## src/rtl/cmplx_mul_seq.sv

```systemverilog
// Sequential complex multiplier: computes A*B with four products from one external
// shared multiplier, accumulating real and imaginary parts at 2N+1 bits.
//
// state | meaning
// IDLE  | waiting for Start; Busy=0
// LOAD  | Mul_Ld pulse for product k
// WAIT  | waiting for Mul_Valid of product k
// DONE  | Pr/Pi valid, Done=1, new Start accepted
module cmplx_mul_seq #(
  parameter int N = 16
) (
  input  logic                Clk,
  input  logic                Rst_n,
  input  logic                Start,
  input  logic                Abort,
  input  logic signed [N-1:0] Ar,
  input  logic signed [N-1:0] Ai,
  input  logic signed [N-1:0] Br,
  input  logic signed [N-1:0] Bi,
  output logic                Busy,
  output logic                Done,
  output logic signed [2*N:0] Pr,
  output logic signed [2*N:0] Pi,
  output logic                Mul_Ld,
  output logic [N-1:0]        Mul_M,
  output logic [N-1:0]        Mul_R,
  input  logic                Mul_Valid,
  input  logic [2*N-1:0]      Mul_P
);

  typedef enum logic [1:0] {
    S_IDLE = 2'd0,
    S_LOAD = 2'd1,
    S_WAIT = 2'd2,
    S_DONE = 2'd3
  } state_t;

  state_t              r_state;
  state_t              w_state_nxt;
  logic [1:0]          r_k;
  logic [1:0]          w_k_nxt;
  logic                w_accept;
  logic                w_step;
  logic signed [N-1:0] r_ar;
  logic signed [N-1:0] r_ai;
  logic signed [N-1:0] r_br;
  logic signed [N-1:0] r_bi;
  logic signed [2*N:0] r_acc_re;
  logic signed [2*N:0] r_acc_im;
  logic signed [2*N:0] w_p_ext;
  logic signed [2*N:0] w_im_final;

  assign w_p_ext    = {Mul_P[2*N-1], Mul_P};
  assign w_im_final = r_acc_im + w_p_ext;

  always_ff @(posedge Clk or negedge Rst_n) begin
    if (!Rst_n) begin
      r_state <= S_IDLE;
      r_k     <= 2'd0;
    end else begin
      r_state <= w_state_nxt;
      r_k     <= w_k_nxt;
    end
  end

  always_comb begin
    w_state_nxt = r_state;
    w_k_nxt     = r_k;
    w_accept    = 1'b0;
    w_step      = 1'b0;
    Busy        = 1'b0;
    Done        = 1'b0;
    Mul_Ld      = 1'b0;
    case (r_state)
      S_IDLE, S_DONE: begin
        Done = (r_state == S_DONE);
        if (Start) begin
          w_accept    = 1'b1;
          w_state_nxt = S_LOAD;
          w_k_nxt     = 2'd0;
        end else begin
          w_state_nxt = S_IDLE;
        end
      end
      S_LOAD: begin
        Busy   = 1'b1;
        Mul_Ld = 1'b1;
        if (Abort) begin
          w_state_nxt = S_IDLE;
          w_k_nxt     = 2'd0;
        end else begin
          w_state_nxt = S_WAIT;
        end
      end
      S_WAIT: begin
        Busy = 1'b1;
        // Abort wins over a product arriving in the same cycle
        if (Abort) begin
          w_state_nxt = S_IDLE;
          w_k_nxt     = 2'd0;
        end else if (Mul_Valid) begin
          w_step = 1'b1;
          if (r_k == 2'd3) begin
            w_state_nxt = S_DONE;
          end else begin
            w_state_nxt = S_LOAD;
            w_k_nxt     = r_k + 2'd1;
          end
        end
      end
      default: w_state_nxt = S_IDLE;
    endcase
  end

  // Operand selection follows k; captured operands keep it stable through each product
  always_comb begin
    Mul_M = r_ar;
    Mul_R = r_br;
    case (r_k)
      2'd0: begin Mul_M = r_ar; Mul_R = r_br; end
      2'd1: begin Mul_M = r_ai; Mul_R = r_bi; end
      2'd2: begin Mul_M = r_ar; Mul_R = r_bi; end
      2'd3: begin Mul_M = r_ai; Mul_R = r_br; end
      default: begin Mul_M = r_ar; Mul_R = r_br; end
    endcase
  end

  always_ff @(posedge Clk or negedge Rst_n) begin
    if (!Rst_n) begin
      r_ar     <= '0;
      r_ai     <= '0;
      r_br     <= '0;
      r_bi     <= '0;
      r_acc_re <= '0;
      r_acc_im <= '0;
      Pr       <= '0;
      Pi       <= '0;
    end else begin
      if (w_accept) begin
        r_ar <= Ar;
        r_ai <= Ai;
        r_br <= Br;
        r_bi <= Bi;
      end
      if (w_step) begin
        case (r_k)
          2'd0: r_acc_re <= w_p_ext;
          2'd1: r_acc_re <= r_acc_re - w_p_ext;
          2'd2: r_acc_im <= w_p_ext;
          2'd3: begin
            r_acc_im <= w_im_final;
            Pr       <= r_acc_re;
            Pi       <= w_im_final;
          end
          default: r_acc_re <= r_acc_re;
        endcase
      end
    end
  end

endmodule

```

## config.mk

```make
export PLATFORM = sky130hd
export DESIGN_NAME = cmplx_mul_seq
export DESIGN_NICKNAME = d
export VERILOG_FILES = /design/src/rtl/cmplx_mul_seq.sv
export SDC_FILE = /design/constraint.sdc
export NUM_CORES = 1
export LEC_CHECK = 0
export CORE_UTILIZATION = 54
export CTS_CLUSTER_SIZE = 8
export DETAILED_ROUTE_END_ITERATION = 8
export PLACE_DENSITY_LB_ADDON = 0.15
export SLEW_MARGIN = 25
export SYNTH_ARGS = -nofsm -noshare
export SYNTH_HDL_FRONTEND = slang
export SYNTH_SLANG_ARGS = --single-unit
```

## constraint.sdc

```tcl
create_clock -name Clk -period 4.1 [get_ports Clk]
set_input_delay 0.82 -clock Clk [delete_from_list [all_inputs] [get_ports Clk]]
set_output_delay 0.82 -clock Clk [all_outputs]
set_load 0.01 [all_outputs]
```

### Word-level counts from Yosys, hierarchy flattened

Index checks and enable logic that the tools add are counted.

* $add $sub $neg: 3
* multiply operators: 0
* div/mod/pow operators: 0
* magnitude comparators: 0
* eq/ne operators: 10
* shift-type cells: 0
* muxes and demuxes: 24
* bitwise gates (word level): 0
* reductions and logical operators: 14

Operator list (count)
* case mux 33 bit (2 select lines): 2
* case mux 16 bit (2 select lines): 2
* adder 33 x 32 -> 33 bit: 1
* subtractor 33 x 32 -> 33 bit: 1
* two-way mux 2 bit: 9
* case mux 2 bit (3 select lines): 2
* OR reduction 2 bit: 6
* two-way mux 1 bit: 9
* equality test 2 bit, second input constant: 4
* != test 3 bit, second input constant: 2
* AND reduction 2 bit: 3
* equality test 2 x 1 -> 1 bit, second input constant: 2
* zero test 2 bit: 2
* != test 2 bit, second input constant: 2
* AND reduction 4 bit: 1
* nonzero test 2 bit: 2
* adder 2 x 1 -> 2 bit, second input constant: 1

* bits in registers: 200
* latch bits: 0
* memory bits (writable): 0
* ROM bits: 0
* word-level logic and storage cells: 61
* memories kept: 0

### Longest topological paths before layout

* word-level depth: 5
* mapped depth: 13
* gate-level depth less buffers: 13

### Worst setup path after synthesis

Ideal clock, no wire load.

* kind: input port to flip-flop
* start: input port Mul_P[0]
* end: register r_acc_im[32]
* data arrival time: 3.431 ns
* required time: 4.022 ns
* setup slack: 0.591 ns
* cell stages on the path: 12
* path buffers: 0
* cell sequence: ha_1 > fa_1 > a211oi_1 > o211ai_1 > a41oi_2 > o21ai_0 > o21ai_1 > a21boi_1 > or2_1 > a2111oi_0 > a311oi_1 > o21bai_1

* cells in the longest elaborated chain, start to end: 2

RTL lines
* from (decl): RTL line 28 `input logic [2*N-1:0] Mul_P`
* adder 33 x 32 -> 33 bit: RTL line 54 `assign w_im_final = r_acc_im + w_p_ext;`
* case mux 33 bit (2 select lines): RTL line 146 `case (r_k)`
* to (signal assigned): RTL line 149 `2'd2: r_acc_im <= w_p_ext;`
* to (signal assigned): RTL line 151 `r_acc_im <= w_im_final;`
* to (decl): RTL line 49 `logic signed [2*N:0] r_acc_im;`

Every way passes these cells.
A chain may end at the register's enable or synchronous reset.

### Worst setup path after layout

* start: input port Mul_P[0]
* end: register r_acc_re[32]

* cells in the longest elaborated chain, start to end: 2

RTL lines
* subtractor 33 x 32 -> 33 bit: RTL line 148 `2'd1: r_acc_re <= r_acc_re - w_p_ext;`
* case mux 33 bit (2 select lines): RTL line 146
* to (signal assigned): RTL line 147 `2'd0: r_acc_re <= w_p_ext;`
* to (signal assigned): RTL line 148
* to (signal assigned): RTL line 155 `default: r_acc_re <= r_acc_re;`
* to (decl): RTL line 48 `logic signed [2*N:0] r_acc_re;`

Every way passes these cells.

==> flow_summary.yaml <==
critical_path:
  path_cells: "clkdlybuf4s50_1 -> buf_4 -> ha_1 -> fa_1 -> nor2b_1 -> o2111ai_1 -> a21oi_1 -> o31ai_1 -> a21boi_0 -> buf_4 -> a41oi_1 -> a31oi_1 -> o22ai_1 -> mux2_2 -> nor3_1"
  crit_path_start_kind: "input pin"
  critPathMaxStageDelay_ns: 0.51
  cp_top_family: "compound AO/OA/AOI/OAI gates"
  critPathRequiredTime_ns: 4.45
  worst-setup-path-type: "input pin to flop"
  path_common_cell: "buf_4"
  cp_data_arrival_time_ns: 4.17
  cp_slowest_cell: "clkdlybuf4s50_1"
  crit_path_max_fanout: 3
  endpoint_kind: "flop"
  worstPathBufferInverterCount: 3
detailed_routing:
  drcViolationCount: 0
  avgRoutedWirePerCell_um: 17.47
  via_per_inst: 5.730
  routed_wl_um: 30710
  dr_total_vias: 10070
  drt-initial-drc-count: 579
  drt-pass1-iter-count: 5
  ant_nets: 0
yosys:
  netlist_area_um2: 11830
  synth.distinct_cells: 66
  ys_async_sr_fraction_pct: 100.0
  ys_seq_area_share_pct: 42.31
  syn_area_per_cell_um2: 9.510
  synthCells: 1244
  ys_warn_count: 0
  ys_ff_latch: 200
  syn_nets: 1418
  synth_edf_count: 0
  synth_top_flop_cell: "dfrtp_1"
sta:
  slew_viol_final: 0
  fin_ws_ns: 0.2776
  hold_slack_ns: 0.3569
  setup_viol: 0
  hold_viol_final: 0
  setup_tns_ns: 0
  finalCriticalPeriod_ns: 3.822
  maxSlewHeadroom_pct: 37.40
  clock.fmax_mhz: 261.6
  rsz0062_at_grt: "false"
  period_share_pct: 93.23
  worst_pin_slew_ns: 0.9388
  skew_ns: 0.01170
clock_tree:
  cts-root-buf: "clkbuf_16"
  holdBufCountCts: 0
  cts_tree: "built"
  path_clk_slew_ns: 0.08
  numCtsBuffers: 17
  clk_path_buf_depth: 2
  htree_levels: 4
  cts.sinks: 200
  cts_setup_buffers: 0
  clock_latency_ns: 0.44
  cts_resized: 0
grt:
  grt_usage_pct: 28.52
  overflow: 0
  grt_pass1_wl_um: 50000
  grt_max_degree: 72
  antenna_found_initial: 0
  grt_pass1_vias: 10000
cells_and_area:
  drive_gt1_share_pct: 14.43
  syn2layout_area_growth_pct: 27.62
  fillers: 1689
  final_area_um2: 15100
  antennaDiodeCount: 0
  finalNetCount: 1644
power:
  leakage_nw: 7.055
  pwr-share-comb_pct: 36.8
  power.density_nw_per_um2: 456.6
  p_sw_w: 0.002291
  irDropWorstVdd_uv: 320.5
  p_int_w: 0.004602
  clkPwrFrac_pct: 25.6
  switching_share_pct: 33.24
  pwr-share-seq_pct: 37.6
place:
  portBuffers: 201
  dpl-instance-area_um2: 14480
  dp_slack_ns: -0.1144
  place_congestion: 0.9277
  place_hpwl_um: 22830
run:
  cap_violations: 0
floorplan:
  core_area_um2: 21220
  fp-row-count: 53
  die_y_um: 150.0
  start_util_pct: 55.75
  fp.dieArea_um2: 22500
  io_pins: 202
  die_w_um: 150.0
status:
  status: "finished clean"
hold_path:
  worstHoldPathType: "input pin to asynchronous set/reset pin"
flip-flops by register name (all words and copies together), names as in the netlist:
| name | cells |
|---|---|
| Pi | 33 |
| Pr | 33 |
| r_acc_im | 33 |
| r_acc_re | 33 |
| r_ai | 16 |
| r_ar | 16 |
| r_bi | 16 |
| r_br | 16 |
| r_k | 2 |
| r_state | 2 |
cell families after synthesis:
logic type	share of synthesized area (%)
AOI/OAI and AO/OA	16.81
xor gates and xnor gates	4.072
adders and majority gates	7.848
buffers and inverters	3.490
DFF	42.31
muxes	12.53
and+or+nand+nor	12.95
per-layer routing:
layer / routed length [um] / share of wire (%) / vias to the layer above / global-route usage (%)
met5: 0 / 0 / - / 0
li1: - / - / 4855 / -
met4: 475 / 1.5 / 0 / 8.081
met2: 14150 / 46 / 314 / 45.97
met3: 2248 / 7.3 / 36 / 7.134
met1: 13840 / 45 / 4868 / 37.93
cell usage in the layout (no fill, tap or decap), types with 46 or more instances in the layout:
| cell type | n |
|---|---|
| nand2_1 | 215 |
| o21ai_0 | 88 |
| ha_1 | 69 |
| dfrtp_1 | 200 |
| a21oi_1 | 79 |
| buf_4 | 61 |
| nor2_1 | 46 |
| inv_1 | 53 |
| clkdlybuf4s50_1 | 200 |
| mux2_2 | 105 |
power by group through the flow:
stage	sequential [W]	combinational (W)	clock, W
2_1_floorplan	0.00252	0.00170	0
3_3_place_gp	0.00260	0.00246	0
3_5_place_dp	0.00262	0.00251	0
4_1_cts	0.00259	0.00254	0.00179
5_1_grt	0.00264	0.00279	0.00187
6_report	0.00259	0.00254	0.00177
cells in the mapped netlist (all sizes together), types with 3 or more instances:
library cell	n	area, um2
ha	71	888.4
mux2	105	1182
o211ai	11	82.58
a41oi	4	50.05
dfrtp	200	5005
a31oi	23	143.9
nand4	8	50.05
nor2	46	172.7
o21bai	7	52.55
a21o	37	286.5
nor3	20	100.1
xor2	19	166.4
inv	53	198.9
o2111ai	4	35.03
a211oi	5	37.54
buf	13	48.80
a221o	3	30.03
o21a	7	52.55
o31ai	5	37.54
nand2	217	814.5
a21oi	79	395.4
and2	4	26.28
o22ai	15	93.84
and3	8	50.05
nor2b	12	75.07
a21boi	5	37.54
xnor2	36	315.3
nand2b	10	62.56
mux2i	30	300.3
o21ai	91	455.4
or3	3	18.77
nand3	12	60.06
nor3b	4	30.03
clkbuf	43	161.4
worst register-to-register path: stages, from the launching register on:
cell and delay (ns):
dfrtp_1 0.39, ha_1 0.21, fa_1 0.46, a211oi_1 0.33, o211ai_1 0.18, a41oi_2 0.28
o21ai_0 0.14, o21ai_1 0.21, a21boi_1 0.10, or2_1 0.27, a2111oi_0 0.43, a311oi_1 0.09
o21bai_1 0.15
path summary, 6_finish.rpt:
kind | cells after the start | to | from | slack [ns]
worst max-delay path | 15 | r_acc_re[32]$_DFFE_PN0P_ | Mul_P[0] | 0.28
worst min-delay path | 1 | Pr[10]$_DFFE_PN0P_ | Rst_n | 0.36
worst max register to register | 12 | r_acc_im[32]$_DFFE_PN0P_ | r_acc_im[0]$_DFFE_PN0P_ | 0.79
worst min register to register | 2 | Pr[2]$_DFFE_PN0P_ | Pr[2]$_DFFE_PN0P_ | 0.48
max in group asynchronous | 2 | Pr[28]$_DFFE_PN0P_ | Rst_n | 2.82
min in group Clk | 2 | Pr[2]$_DFFE_PN0P_ | Pr[2]$_DFFE_PN0P_ | 0.48
layout make-up:
| type | count | area (um2) | area share (%) |
|---|---|---|---|
| clock buffer | 17 | 425.4 | 2.818 |
| timing repair buffer | 263 | 2494 | 16.52 |
| multi-input combinational | 934 | 6439 | 42.65 |
| clock inverter | 15 | 187.7 | 1.243 |
| sequential | 200 | 5005 | 33.15 |
| tap | 275 | 344.1 | 2.279 |
| inverter | 54 | 202.7 | 1.343 |
stage by stage:
stage / utilization [%] / cells / total power, W
6_report: 71.14 / 1758 / 0.006893
5_1_grt: 71.14 / 1758 / 0.007302
2_1_floorplan: - / 1244 / 0.004225
3_5_place_dp: 68.25 / 1726 / 0.005136
3_3_place_gp: 68.25 / 1726 / 0.005063
4_1_cts: 71.14 / 1758 / 0.006918
Note: power is estimated with default switching activity, not from simulation.
